`config.mk`:
```
export PLATFORM = sky130hd
export DESIGN_NAME = oscillator_bank
export DESIGN_NICKNAME = d
export VERILOG_FILES = /design/src/rtl/oscillator_bank.sv
export SDC_FILE = /design/constraint.sdc
export NUM_CORES = 1
export LEC_CHECK = 0
export BUFFER_PORTS_ARGS = -buffer_cell sky130_fd_sc_hd__buf_2
export CORE_MARGIN = 1
export CORE_UTILIZATION = 55
export CTS_CLUSTER_SIZE = 10
export DETAILED_ROUTE_END_ITERATION = 8
export GPL_TIMING_DRIVEN = 0
export PLACE_DENSITY_LB_ADDON = 0.25
export SLEW_MARGIN = 20
export SYNTH_ARGS = -nofsm -noshare
export SYNTH_HDL_FRONTEND = slang
export SYNTH_SLANG_ARGS = --single-unit
```
`constraint.sdc`:
```
create_clock -name clock -period 2.95 [get_ports clock]
set_clock_uncertainty 0.15 [all_clocks]
set_input_delay 0 -clock clock [delete_from_list [all_inputs] [get_ports clock]]
set_output_delay 0 -clock clock [all_outputs]
set_load 0.03 [all_outputs]
```
`src/rtl/oscillator_bank.sv`:
```
`default_nettype none
// ============================================================================
// Module   : oscillator_bank
// Brief    : Independent 50%-duty square-wave oscillators, retuned over a
//            valid/ready port. Define OSC_PHASE_ALIGN_EN to add sync_start.
// Revision : 1.0  initial release
// ============================================================================
module oscillator_bank #(
    parameter int  CHANNELS  = 4,
    parameter int  DIV_WIDTH = 16,
    localparam int CHW       = (CHANNELS > 1) ? $clog2(CHANNELS) : 1
) (
    input  logic                 clock,
    input  logic                 reset,
    input  logic                 power,
`ifdef OSC_PHASE_ALIGN_EN
    input  logic                 sync_start,
`endif
    input  logic                 cfg_valid,
    output logic                 cfg_ready,
    input  logic [CHW-1:0]       cfg_channel,
    input  logic [DIV_WIDTH-1:0] cfg_divisor,
    input  logic                 cfg_enable,
    output logic [CHANNELS-1:0]  osc_out,
    output logic [CHANNELS-1:0]  osc_tick,
    output logic [CHANNELS-1:0]  running
);

    typedef enum logic [1:0] {
        IDLE = 2'd0,
        RUN  = 2'd1,
        STOP = 2'd2
    } state_t;

    logic                 r_ready;
    logic                 w_accept;
    logic [DIV_WIDTH-1:0] w_div;

    assign cfg_ready = r_ready & ~power;
    assign w_accept  = cfg_valid & cfg_ready;
    assign w_div     = (cfg_divisor == '0) ? DIV_WIDTH'(1) : cfg_divisor;

    // Ready drops for the single cycle after each accepted transfer.
    always_ff @(posedge clock or negedge reset) begin
        if (!reset) begin
            r_ready <= 1'b0;
        end else begin
            r_ready <= ~power & ~w_accept;
        end
    end

    generate
        for (genvar i = 0; i < CHANNELS; i++) begin : g_chan
            state_t               r_state;
            state_t               w_state;
            state_t               w_state_ref;
            logic [DIV_WIDTH-1:0] r_hp;
            logic [DIV_WIDTH-1:0] w_hp;
            logic [DIV_WIDTH-1:0] r_hp_next;
            logic [DIV_WIDTH-1:0] w_hp_next;
            logic [DIV_WIDTH-1:0] r_cnt;
            logic [DIV_WIDTH-1:0] w_cnt;
            logic                 r_out;
            logic                 w_out;
            logic                 r_tick;
            logic                 w_tick;
            logic                 w_sel;
            logic                 w_wrap;
            logic                 w_wrap_ref;
            logic                 w_out_ref;

            assign w_sel  = w_accept && (cfg_channel == CHW'(i));
            assign w_wrap = (r_cnt == r_hp - DIV_WIDTH'(1));

            always_comb begin
                w_state     = r_state;
                w_hp        = r_hp;
                w_hp_next   = r_hp_next;
                w_cnt       = r_cnt;
                w_out       = r_out;
                w_tick      = 1'b0;
                w_state_ref = r_state;
                w_out_ref   = r_out;
                w_wrap_ref  = w_wrap;

                if (r_state != IDLE) begin
                    if (w_wrap) begin
                        w_cnt = '0;
                        w_out = ~r_out;
                        w_hp  = r_hp_next;
                        if (r_state == STOP) begin
                            w_state = IDLE;
                            w_out   = 1'b0;
                        end
                    end else begin
                        w_cnt = r_cnt + DIV_WIDTH'(1);
                    end
                end

`ifdef OSC_PHASE_ALIGN_EN
                // Alignment is applied first; a same-cycle transfer then sees the aligned channel.
                if (sync_start && (r_state != IDLE)) begin
                    w_cnt       = '0;
                    w_out       = 1'b0;
                    w_hp        = r_hp_next;
                    w_state     = (r_state == STOP) ? IDLE : RUN;
                    w_state_ref = w_state;
                    w_out_ref   = 1'b0;
                    w_wrap_ref  = 1'b0;
                end
`endif

                if (w_sel) begin
                    case (w_state_ref)
                        IDLE: begin
                            if (cfg_enable) begin
                                w_state   = RUN;
                                w_hp      = w_div;
                                w_hp_next = w_div;
                                w_cnt     = '0;
                                w_out     = 1'b0;
                            end
                        end
                        RUN: begin
                            if (cfg_enable) begin
                                w_hp_next = w_div;
                            end else if (w_out_ref && !w_wrap_ref) begin
                                w_state = STOP;
                            end else begin
                                // Low phase, or the high phase ends this very edge.
                                w_state = IDLE;
                                w_cnt   = '0;
                                w_out   = 1'b0;
                            end
                        end
                        STOP: begin
                            if (cfg_enable) begin
                                w_state   = RUN;
                                w_hp_next = w_div;
                            end
                        end
                        default: begin
                            w_state = IDLE;
                        end
                    endcase
                end

                if (power) begin
                    w_state = IDLE;
                    w_cnt   = '0;
                    w_out   = 1'b0;
                end

                w_tick = w_out & ~r_out;
            end

            always_ff @(posedge clock or negedge reset) begin
                if (!reset) begin
                    r_state   <= IDLE;
                    r_hp      <= DIV_WIDTH'(1);
                    r_hp_next <= DIV_WIDTH'(1);
                    r_cnt     <= '0;
                    r_out     <= 1'b0;
                    r_tick    <= 1'b0;
                end else begin
                    r_state   <= w_state;
                    r_hp      <= w_hp;
                    r_hp_next <= w_hp_next;
                    r_cnt     <= w_cnt;
                    r_out     <= w_out;
                    r_tick    <= w_tick;
                end
            end

            assign osc_out[i]  = r_out & ~power;
            assign osc_tick[i] = r_tick & ~power;
            assign running[i]  = (r_state != IDLE);
        end
    endgenerate

endmodule
`default_nettype wire

```
Yosys cells after proc, flatten, opt, wreduce, memory -nomap -nowiden
Cells that the tools add are included.

Bits in registers: 209. Input port bits: 23. Output and inout port bits: 13.

Add/subtract/negate cells: 8. Eq/ne operators: 15. Mux-type cells: 125. Bitwise gates (word level): 21. Reductions and logical operators: 34.

Operators by type and width (number): $mux W16 (49); $pmux W16 S2 (4); $add A16 B1 Y16 const B (4); $eq A16 B16 Y1 (4); $mux W2 (32); $sub A16 B1 Y16 const B (4); $mux W1 (32); $logic_not A16 Y1 (1); $pmux W2 S2 (4); $and A1 B1 Y1 (15); $eq A2 B2 Y1 const B (6); $reduce_and A3 Y1 (4); $reduce_or A3 Y1 (4); $eq A2 B1 Y1 const B (5); $logic_not A2 Y1 (5); $logic_and A1 B1 Y1 (8); $pmux W1 S2 (4); $reduce_bool A2 Y1 (4); $reduce_or A2 Y1 (4); $not A1 Y1 (6); $logic_not A1 Y1 (4).

Longest topological paths before layout
Depth after elaboration: 10. Depth in mapped cells: 14.

Worst setup path before layout
No wires, ideal clock.

Path type: reg2reg. From: register g_chan[1].r_hp[1]. To: register g_chan[1].r_hp[11]. Arrival: 3008 ps. Data required time: 2674 ps. Path slack: -334 ps. Stages on the path, launching flop included: 13. Path buffers: 2. Clock period less this slack: 3284 ps. Cell sequence: dfrtp_1 inv_1 ha_1 or4b_2 clkbuf_1 nor4_1 xnor2_1 nand4_1 nor4_1 nand4_1 and2_1 clkbuf_1 a221o_1.

Word-level cells in the longest chain between the ends: 7.

RTL lines: start, declared (RTL line 57) `logic [DIV_WIDTH-1:0] r_hp;`; start signal, assigned (RTL line 167) `r_hp <= w_hp;`; $sub A16 B1 Y16 * (RTL line 73) `assign w_wrap = (r_cnt == r_hp - DIV_WIDTH'(1));`; $eq A16 B16 Y1 * (RTL line 73); $mux W16 * (RTL line 87) `if (w_wrap) begin`; $mux W16 * (RTL line 86) `if (r_state != IDLE) begin`; $mux W16 (RTL line 116) `if (cfg_enable) begin`; $mux W16 (RTL line 114) `case (w_state_ref)`; $mux W16 * (RTL line 113) `if (w_sel) begin`; via g_chan[1].w_hp[11] (RTL line 58) `logic [DIV_WIDTH-1:0] w_hp;`.

Mark *: on every way through the listed nets, which the timed path passes. The rest lies on a longest branch. A chain may end at the register's enable or synchronous reset.

Worst setup path in the final report
From: register g_chan[3].r_hp[1]. To: register g_chan[3].r_hp[12].

Word-level cells in the longest chain between the ends: 7.

RTL lines (RTL line): start, declared (57); start signal, assigned (167); $sub A16 B1 Y16 * (73); $eq A16 B16 Y1 * (73); $mux W16 * (87); $mux W16 * (86); $mux W16 (116); $mux W16 (114); $mux W16 * (113); via g_chan[3].w_hp[12] (58).

Marked as above.

==> impl_metrics.ini <==
[logic_synthesis]
synth_fa_ha_area_share_pct = 0.8416
synth.avg_cell_area_um2 = 9.538
ys.flop_type = dfrtp_1
synthXorXnorAreaFrac_pct = 10.01
yosysSeqAreaShare_pct = 44.06
synth_top_family_by_area = simple AND/OR/NAND/NOR gates
synth-edff-count = 0
synth.net_count = 1278
synth_area_um2 = 11890
synthMuxAreaShare_pct = 5.933
async_reset_ff_share_pct = 100.0
ys.warnings.count = 0
ys_types = 83
synthSimpleGateAreaFrac_pct = 21.75
synth_compound_area_share_pct = 13.10
ys_ff_latch = 209
syn_inst = 1247

[floorplan]
core_area_um2 = 21090
start_util_pct = 56.40
dieArea_um2 = 22220
die_x_um = 149.1
row_count = 53
dieHeight_um = 149.1
io_pins = 36

[layout]
area_growth_syn_to_layout_pct = 27.35
instances_no_fill = 1691
antenna-diode-count = 0
n_fill_cell = 1491
final_layout_size_suffix_gt1_share_pct = 27.97
nNetsFinal = 1429

[power_and_ir_drop]
p_leak_uw = 0.006303
power_uw = 8469
p_per_area_nw_per_um2 = 559.1
vdd_drop_max_mv = 0.4726

[grt]
grt_pass1_wl_um = 50870
antenna_found_initial = 0
overflow = 0
track_usage_pct = 28.70
grt_max_degree = 85
grt_pass1_vias = 9846

[worst_setup_path]
worstReg2RegStart = g_chan[3].r_hp[1]$_DFF_PN0_
critPathLaunch = g_chan[3].r_hp[1]$_DFF_PN0_
worst_setup_path_start_kind = flop
slowest_stage = or4_4
critical_path_class = reg2reg
cp.required_ns = 3.19
cpPeakStageDelay_ns = 0.53
path_cells = inv_2 > ha_4 > or4b_4 > a2111oi_4 > nand4_1 > or4_1 > or4_4 > clkbuf_16 > mux2i_1 > a21oi_1
worst-path-buf-inv = 2
worst_setup_path_end_kind = flop
reg2reg_to = g_chan[3].r_hp[12]$_DFF_PN0_
crit_family = simple AND/OR/NAND/NOR gates
crit_arrival_ns = 3.65
reg2reg_depth = 10
r2r_slack_ns = -0.46
crit_fanout = 6

[clocking]
cts_made_buffers = 25
h-tree-depth = 1
max-clock-path-buffers = 3
clock-sinks = 209
cts_tree = done
clk_latency_ns = 0.54
clk_pin_slew_ns = 0.06
ctsRootBufferMaster = clkbuf_16

[sta]
final-max-slew-violation-count = 0
fin_ws_ns = -0.4570
fin_setup_tns_ns = -24.17
whs_ns = 0.09410
finalSetupViolations = 101
finalCritPeriodShare_pct = 115.5
slew_headroom_pct = 30.23
finalHoldViolCount = 0
rsz0062_at_grt = yes
min_period_ns = 3.407
tightestPinTransition_ns = 1.033
max_freq_mhz = 293.5

[route]
drc_errors = 0
drt_iter0_markers = 677
vias = 10215
postRouteAntennaNets = 0
first_pass_iters = 5
avgViaCountPerCell = 6.041
wl_per_cell_um = 19.59
wl_um = 33130

[outcome]
violations = negative setup slack
status = finished with violations

[placement]
finalWeightedCongestion = 0.8854
post-place-ws_ns = -0.5352
dp_cells = 1546
hpwlAfterDp_um = 20590
portBuffers = 22

[min_path]
min_to = r_ready$_DFF_PN0_
worstHoldStart = cfg_valid
hold_path_depth = 3
hp-class = in2reg

[run]
drv_cap = 0
metal layers:
metal  vias to the layer above  GRT usage, %  routed length [um]
met2                       284         46.58               16220
met1                      5126         39.95               14460
met3                        47         4.832                1882
met4                         0         6.990                 562
met5                         -             0                   0
li1                       4758             -                   -
cell families after synthesis:
family	Yosys count
AO/OA/AOI/OAI	213
XOR/XNOR	136
adder cells (fa/ha/maj)	8
buffers and inverters	122
flip-flops	209
multiplexers	64
AND/OR/NAND/NOR	495
stage by stage:
stage / cell area, um2 / utilization [%]
2_1_floorplan: 12110 / -
3_5_place_dp: 12630 / 59.89
6_report: 15150 / 71.83
4_1_cts: 14370 / 68.16
5_1_grt: 15150 / 71.83
3_3_place_gp: 12560 / 59.58
cell type report:
type / instances / area, um2 / area share, %
tap: 275 / 344.1 / 2.272
timing repair buffer: 138 / 1264 / 8.343
multi-input combinational: 916 / 7041 / 46.48
clock buffer: 43 / 693.2 / 4.576
clock inverter: 2 / 27.53 / 0.1817
inverter: 45 / 171.4 / 1.132
buffer: 63 / 352.8 / 2.329
sequential: 209 / 5254 / 34.69
timing repair:
action                     CTS  global route
setup endpoints to repair  137           137
hold buffers                26             0
gates resized for setup     95           125
hold endpoints to repair   261             0
pin swaps                   65            72
buffers inserted            57            23
cloned                       5             4
state kept, by name, summed over array words and instances (netlist names):
name / flops
g_chan.r_cnt: 64
g_chan.r_hp: 64
g_chan.r_hp_next: 64
g_chan.r_out: 4
g_chan.r_state: 8
g_chan.r_tick: 4
r_ready: 1
tightest hold or removal path, stage by stage:
cell           delay, ns
dlygate4sd3_1       0.52
buf_2               0.14
a21oi_1             0.07
worst max path at each step:
stage / to / slack, ns / depth (start not counted)
finish: g_chan[3].r_hp[12]$_DFF_PN0_ / -0.46 / 10
global route: g_chan[3].r_cnt[11]$_DFF_PN0_ / -0.52 / 12
CTS: g_chan[3].r_cnt[13]$_DFF_PN0_ / -0.35 / 12
detailed placement: g_chan[2].r_cnt[13]$_DFF_PN0_ / -0.54 / 11
global placement: g_chan[3].r_cnt[5]$_DFF_PN0_ / -1.86 / 1
floorplan: g_chan[3].r_hp[13]$_DFF_PN0_ / -0.21 / 10
placed cells by master (no fill, tap or decap), drive strengths merged, types with 10 or more instances in the layout:
master	count
o22ai	14
o21ai	29
or4	10
a31oi	17
nor4	27
mux2i	12
dlygate4sd3	25
nor2	121
clkbuf	88
xor2	66
or3	11
nand2b	20
xnor2	70
a21oi	40
mux2	52
o21a	15
inv	44
buf	131
dfrtp	201
nor2b	19
nand4	28
and3	17
o22a	14
nand3	53
nor3	44
o221a	10
and2	10
nand2	97
power breakdown:
group	switching (uW)	total [uW]	internal (uW)
clock network	1210	2800	1590
registers	449	3710	3260
logic	988	1960	974
total	2640	8470	5830
synthesized netlist by cell type (all sizes together) (11+ instances only):
master  number  area [um2]
nor3        44       230.2
nand2b      20       125.1
xor2        66       578.1
a31oi       17       121.4
o21a        15       112.6
o22ai       14       87.58
mux2        52       585.6
xnor2       70       613.1
nor2       121       461.7
mux2i       12       120.1
nand3       53       265.3
clkbuf      53       198.9
dfrtp      201        5030
nor2b       19       126.4
nand4       28       175.2
and3        17       106.4
nor4        27       190.2
nand2       97       366.6
o22a        14       122.6
inv         43       161.4
o21ai       29       145.1
buf         24       143.9
a21oi       40       200.2
or3         11       68.82
Power figures use the tool's default switching activity.
